--- src/rtl/serial_subtractor_if.sv ---
// Operand/result handshake bundle for serial_subtractor.
// The overflow signal exists only when SERIAL_SUBTRACTOR_OVERFLOW_EN is defined.
interface serial_subtractor_if #(
   parameter int unsigned WIDTH = 8
);
   logic             in_valid;
   logic             in_ready;
   logic [WIDTH-1:0] a;
   logic [WIDTH-1:0] b;
   logic             out_valid;
   logic             out_ready;
   logic [WIDTH-1:0] diff;
   logic             borrow_out;
`ifdef SERIAL_SUBTRACTOR_OVERFLOW_EN
   logic             overflow;
`endif

   modport master (
      output in_valid, a, b, out_ready,
      input  in_ready, out_valid, diff, borrow_out
`ifdef SERIAL_SUBTRACTOR_OVERFLOW_EN
      , input overflow
`endif
   );

   modport slave (
      input  in_valid, a, b, out_ready,
      output in_ready, out_valid, diff, borrow_out
`ifdef SERIAL_SUBTRACTOR_OVERFLOW_EN
      , output overflow
`endif
   );
endinterface

--- src/rtl/serial_subtractor.sv ---
// Bit-serial a - b, LSB first, one full-subtractor cell plus registered borrow.
// Optional signed overflow output: define SERIAL_SUBTRACTOR_OVERFLOW_EN.
module serial_subtractor #(
   parameter int unsigned WIDTH = 8
) (
   input logic               clk,
   input logic               rst,
   serial_subtractor_if.slave bus
);
   localparam int unsigned CNT_W = $clog2(WIDTH) + 1;

   typedef enum logic [1:0] {IDLE, RUN, DONE} state_t;

   state_t           state, state_next;
   logic [CNT_W-1:0] cnt;
   logic [WIDTH-1:0] a_sh, b_sh, diff_q;
   logic             br, borrow_q;
   logic             in_ready_q, out_valid_q;
   logic             x, y, d, br_next, last;

`ifdef SERIAL_SUBTRACTOR_OVERFLOW_EN
   logic             a_msb, b_msb, overflow_q;
`endif

   // Full-subtractor cell on the current LSBs
   assign x       = a_sh[0];
   assign y       = b_sh[0];
   assign d       = x ^ y ^ br;
   assign br_next = (~x & y) | (~(x ^ y) & br);
   assign last    = (state == RUN) && (cnt == CNT_W'(WIDTH - 1));

   always_ff @(posedge clk or posedge rst) begin
      if (rst) state <= IDLE;
      else     state <= state_next;
   end

   always_comb begin
      state_next = state;
      case (state)
         IDLE:    if (bus.in_valid)  state_next = RUN;
         RUN:     if (last)          state_next = DONE;
         DONE:    if (bus.out_ready) state_next = IDLE;
         default:                    state_next = IDLE;
      endcase
   end

   // Datapath and registered handshake outputs
   always_ff @(posedge clk or posedge rst) begin
      if (rst) begin
         cnt         <= '0;
         a_sh        <= '0;
         b_sh        <= '0;
         diff_q      <= '0;
         br          <= 1'b0;
         borrow_q    <= 1'b0;
         in_ready_q  <= 1'b1;
         out_valid_q <= 1'b0;
`ifdef SERIAL_SUBTRACTOR_OVERFLOW_EN
         a_msb       <= 1'b0;
         b_msb       <= 1'b0;
         overflow_q  <= 1'b0;
`endif
      end else begin
         in_ready_q  <= (state_next == IDLE);
         out_valid_q <= (state_next == DONE);
         case (state)
            IDLE: begin
               if (bus.in_valid) begin
                  a_sh <= bus.a;
                  b_sh <= bus.b;
                  br   <= 1'b0;
                  cnt  <= '0;
`ifdef SERIAL_SUBTRACTOR_OVERFLOW_EN
                  a_msb <= bus.a[WIDTH-1];
                  b_msb <= bus.b[WIDTH-1];
`endif
               end
            end
            RUN: begin
               diff_q <= {d, diff_q[WIDTH-1:1]};
               a_sh   <= a_sh >> 1;
               b_sh   <= b_sh >> 1;
               br     <= br_next;
               cnt    <= cnt + CNT_W'(1);
               if (last) begin
                  borrow_q <= br_next;
`ifdef SERIAL_SUBTRACTOR_OVERFLOW_EN
                  // d is the final diff MSB on the last step
                  overflow_q <= (a_msb != b_msb) && (d != a_msb);
`endif
               end
            end
            default: ;
         endcase
      end
   end

   assign bus.in_ready   = in_ready_q;
   assign bus.out_valid  = out_valid_q;
   assign bus.diff       = diff_q;
   assign bus.borrow_out = borrow_q;
`ifdef SERIAL_SUBTRACTOR_OVERFLOW_EN
   assign bus.overflow   = overflow_q;
`endif
endmodule
--- src/flat_wrapper.sv ---
// flat-port wrapper written by rule: the top's interface ports become plain ports
module serial_subtractor_flat 
#(
   parameter int unsigned WIDTH = 8
)
  (clk, rst, bus_in_valid, bus_a, bus_b, bus_out_ready, bus_in_ready, bus_out_valid, bus_diff, bus_borrow_out);
  serial_subtractor_if #(.WIDTH(WIDTH)) bus_i ();
  input logic clk;
  input logic rst;
  input wire logic [$bits(bus_i.in_valid)-1:0] bus_in_valid;
  input wire logic [$bits(bus_i.a)-1:0] bus_a;
  input wire logic [$bits(bus_i.b)-1:0] bus_b;
  input wire logic [$bits(bus_i.out_ready)-1:0] bus_out_ready;
  output wire logic [$bits(bus_i.in_ready)-1:0] bus_in_ready;
  output wire logic [$bits(bus_i.out_valid)-1:0] bus_out_valid;
  output wire logic [$bits(bus_i.diff)-1:0] bus_diff;
  output wire logic [$bits(bus_i.borrow_out)-1:0] bus_borrow_out;
  assign bus_i.in_valid = bus_in_valid;
  assign bus_i.a = bus_a;
  assign bus_i.b = bus_b;
  assign bus_i.out_ready = bus_out_ready;
  assign bus_in_ready = bus_i.in_ready;
  assign bus_out_valid = bus_i.out_valid;
  assign bus_diff = bus_i.diff;
  assign bus_borrow_out = bus_i.borrow_out;
  serial_subtractor #(.WIDTH(WIDTH)) u_core (.clk(clk), .rst(rst), .bus(bus_i));
endmodule
--- config.mk ---
export PLATFORM = sky130hd
export DESIGN_NAME = serial_subtractor_flat
export DESIGN_NICKNAME = d
export VERILOG_FILES = /design/src/rtl/serial_subtractor_if.sv /design/src/rtl/serial_subtractor.sv /design/src/flat_wrapper.sv
export SDC_FILE = /design/constraint.sdc
export NUM_CORES = 1
export LEC_CHECK = 0
export ABC_AREA = 1
export CORE_MARGIN = 4
export CORE_UTILIZATION = 50
export CTS_BUF_LIST = sky130_fd_sc_hd__clkbuf_8
export DETAILED_ROUTE_END_ITERATION = 6
export PLACE_DENSITY = 0.78
export SLEW_MARGIN = 10
export SYNTH_ARGS = -nofsm -noshare
export SYNTH_HDL_FRONTEND = slang
export SYNTH_SLANG_ARGS = --single-unit
--- constraint.sdc ---
create_clock -name clk -period 1.4 [get_ports clk]
set_input_delay 0.28 -clock clk [delete_from_list [all_inputs] [get_ports clk]]
set_output_delay 0.28 -clock clk [all_outputs]
set_load 0.005 [all_outputs]
==> results.toml <==
[final_layout]
nNetsFinal = 230
drive_gt1_frac = 0.148
stdcell_count = 240
antenna_cells = 0
layout_common_cells = "nand2_1 (62), nand3_1 (35), dfrtp_1 (33), clkdlybuf4s50_1 (19)"
area_growth_pct = 29.1
final_common_cell = "nand2_1"

[grt]
grt_max_degree = 28
grt_overflow = 0
grt_pass1_vias = 1305
grt_pass1_wl_mm = 5.57
antenna_found_initial = 0
grt_use_total = 0.181

[clocking]
hold_buffers = 0
cts-root-buf = "clkbuf_8"
htreeDepth = 2
clk_pin_slew_ps = 70
cts_tree = "done"
cts_buffers = 5
cts.sinks = 34
insertion_delay_ps = 290
cts_buffer_depth = 2

[timing]
worstMarginPinSlew_ps = 393
slew_viol_final = 0
skew_ps = 4.92
final.period_utilization = 0.932
maxSlewHeadroom = 0.737
max_freq_ghz = 0.767
worst_hold_slack_ps = 361
setup_ws_ps = 95.6
tns_ps = 0
rsz0062_at_grt = "false"
hold_viol_final = 0
period_needed_ps = 1300
setup_viol = 0

[placed_design]
place_congestion = 0.797
port_buffers = 30
dp_hpwl_mm = 2.17
dp_slack_ps = -112
dp_cells = 224

[floorplan]
coreArea_um2 = 2830
rows = 19
dieArea_um2 = 3990
die_h_um = 63.2
die_x_um = 63.2
start_util = 0.539
io_pins = 31

[critical_path]
rr_startpoint = "u_core.state[1]"
crit_end = "bus_in_ready"
cp_slowest_cell = "dfstp_2"
r2r_setup_slack_ps = 240
crit_path_max_fanout = 1
slowest_delay_ps = 510
path_cells = "dlygate4sd2_1"
reg2reg_depth = 6
crit_family = "flip-flops"
r2r-end = "u_core.bus.in_ready"
crit_arrival_ps = 1020
crit_buf_inv = 1
cp.required_ps = 1120
end_kind = "output pin"
cp.depth = 1
cp-startpoint = "u_core.bus.in_ready"
path_class = "reg2out"
start_kind = "flip-flop"

[min_path]
min_path_type = "in2async"

[run_status]
status = "completed"

[drt]
vias = 1243
wl_per_cell_um = 12.9
drtPass1Iterations = 4
drt_drc_violations_left = 0
drt-initial-drc-count = 81
wirelength_mm = 3.11
vias_per_cell = 5.18
postRouteAntennaNets = 0

[logic_synthesis]
syn_nets = 190
synth_area_leaders = "dfrtp_1 (54%), nand2_1 (15%), nand3_1 (11%)"
synth_area_um2 = 1520
synth-seq-cells = 34
yosys.area.top_type = "dfrtp_1"
synth_area_per_cell_um2 = 9.07
synth.distinct_cells = 22
syn_inst = 168
yosysWarnings = 0
ys_seq_area_frac = 0.559
yosysTopAreaCellShare = 0.542

[pwr]
total_power_mw = 3.69
ir_drop_uv = 1210
p_per_area_nw_per_um2 = 1880
leakagePower_nw = 1.02

[run]
cap_violations = 0
[stage by stage]
stage	cell area (um^2)	utilization
global route	1970	0.695
CTS	1960	0.694
detailed placement	1830	0.645
floorplan	1520	-
global placement	1830	0.645
finish	1970	0.695
[how the worst min path moves through the flow]
stage,start,end,cells after the start
finish,rst,u_core.bus.diff[0],3
detailed placement,u_core.b_sh[2],u_core.b_sh[1],2
floorplan,bus_a[7],u_core.a_sh[7],2
global route,rst,u_core.br,3
global placement,u_core.bus.diff[0],u_core.bus.diff[0],2
CTS,rst,u_core.bus.diff[0],3
[kinds of logic (layout without fill, tap and decap cells)]
kind of cell / count (synthesis) / in the layout / share of synthesized area
compound gates: 6 / 6 / 0.0197
fa+ha+maj: 2 / 2 / 0.0213
xor+xnor: 1 / 1 / 0.00575
simple gates: 109 / 109 / 0.323
flops: 34 / 34 / 0.559
buf+inv: 16 / 57 / 0.0706
[registers in the layout, indices dropped and copies added (netlist names)]
register               cells
u_core.cnt                 4
u_core.a_sh                8
u_core.br                  1
u_core.bus.in_ready        1
u_core.bus.out_valid       1
u_core.bus.borrow_out      1
u_core.b_sh                8
u_core.state               2
u_core.bus.diff            8
[repair_timing]
item,4_1_cts,5_1_grt
endpoints found under the setup margin,10,1
hold endpoints to repair,0,0
setup buffers,8,0
gates resized for setup,10,1
[power by group]
group          internal, mW  switching [mW]  leakage (nW)
Combinational         0.641           0.766         0.531
Clock                 0.389           0.352        0.0524
Sequential             1.34           0.207         0.437
Total                  2.37            1.32          1.02
[area by class of cell]
class,instances,area (um^2)
multi-input cells,118,564
well taps,31,38.8
repair buffers,41,385
fillers,225,862
clock inverters,2,8.76
clock buffers,6,82.6
flip-flops and latches,34,852
inverters,8,35.0
[cell usage after synthesis]
cell type / instances
nand3_4: 1
a21oi_1: 1
o21ai_0: 1
dfrtp_1: 33
nand2_1: 62
xnor2_1: 1
nor2_1: 3
buf_4: 3
inv_1: 4
nor2_2: 1
dfstp_2: 1
nand3_1: 35
nand3b_1: 1
inv_4: 2
nand2_4: 1
fa_1: 1
buf_2: 1
buf_6: 4
ha_1: 1
o21ai_1: 4
nand2_2: 5
inv_2: 2
[per-layer routing]
| layer | global-route usage | up-vias | part of all wire |
|---|---|---|---|
| li1 | - | 615 | - |
| met5 | 0 | - | 0 |
| met1 | 0.203 | 595 | 0.42 |
| met4 | 0.0782 | 0 | 0.018 |
| met2 | 0.306 | 27 | 0.51 |
| met3 | 0.0675 | 6 | 0.051 |
Note: power is estimated with default switching activity, not from simulation.
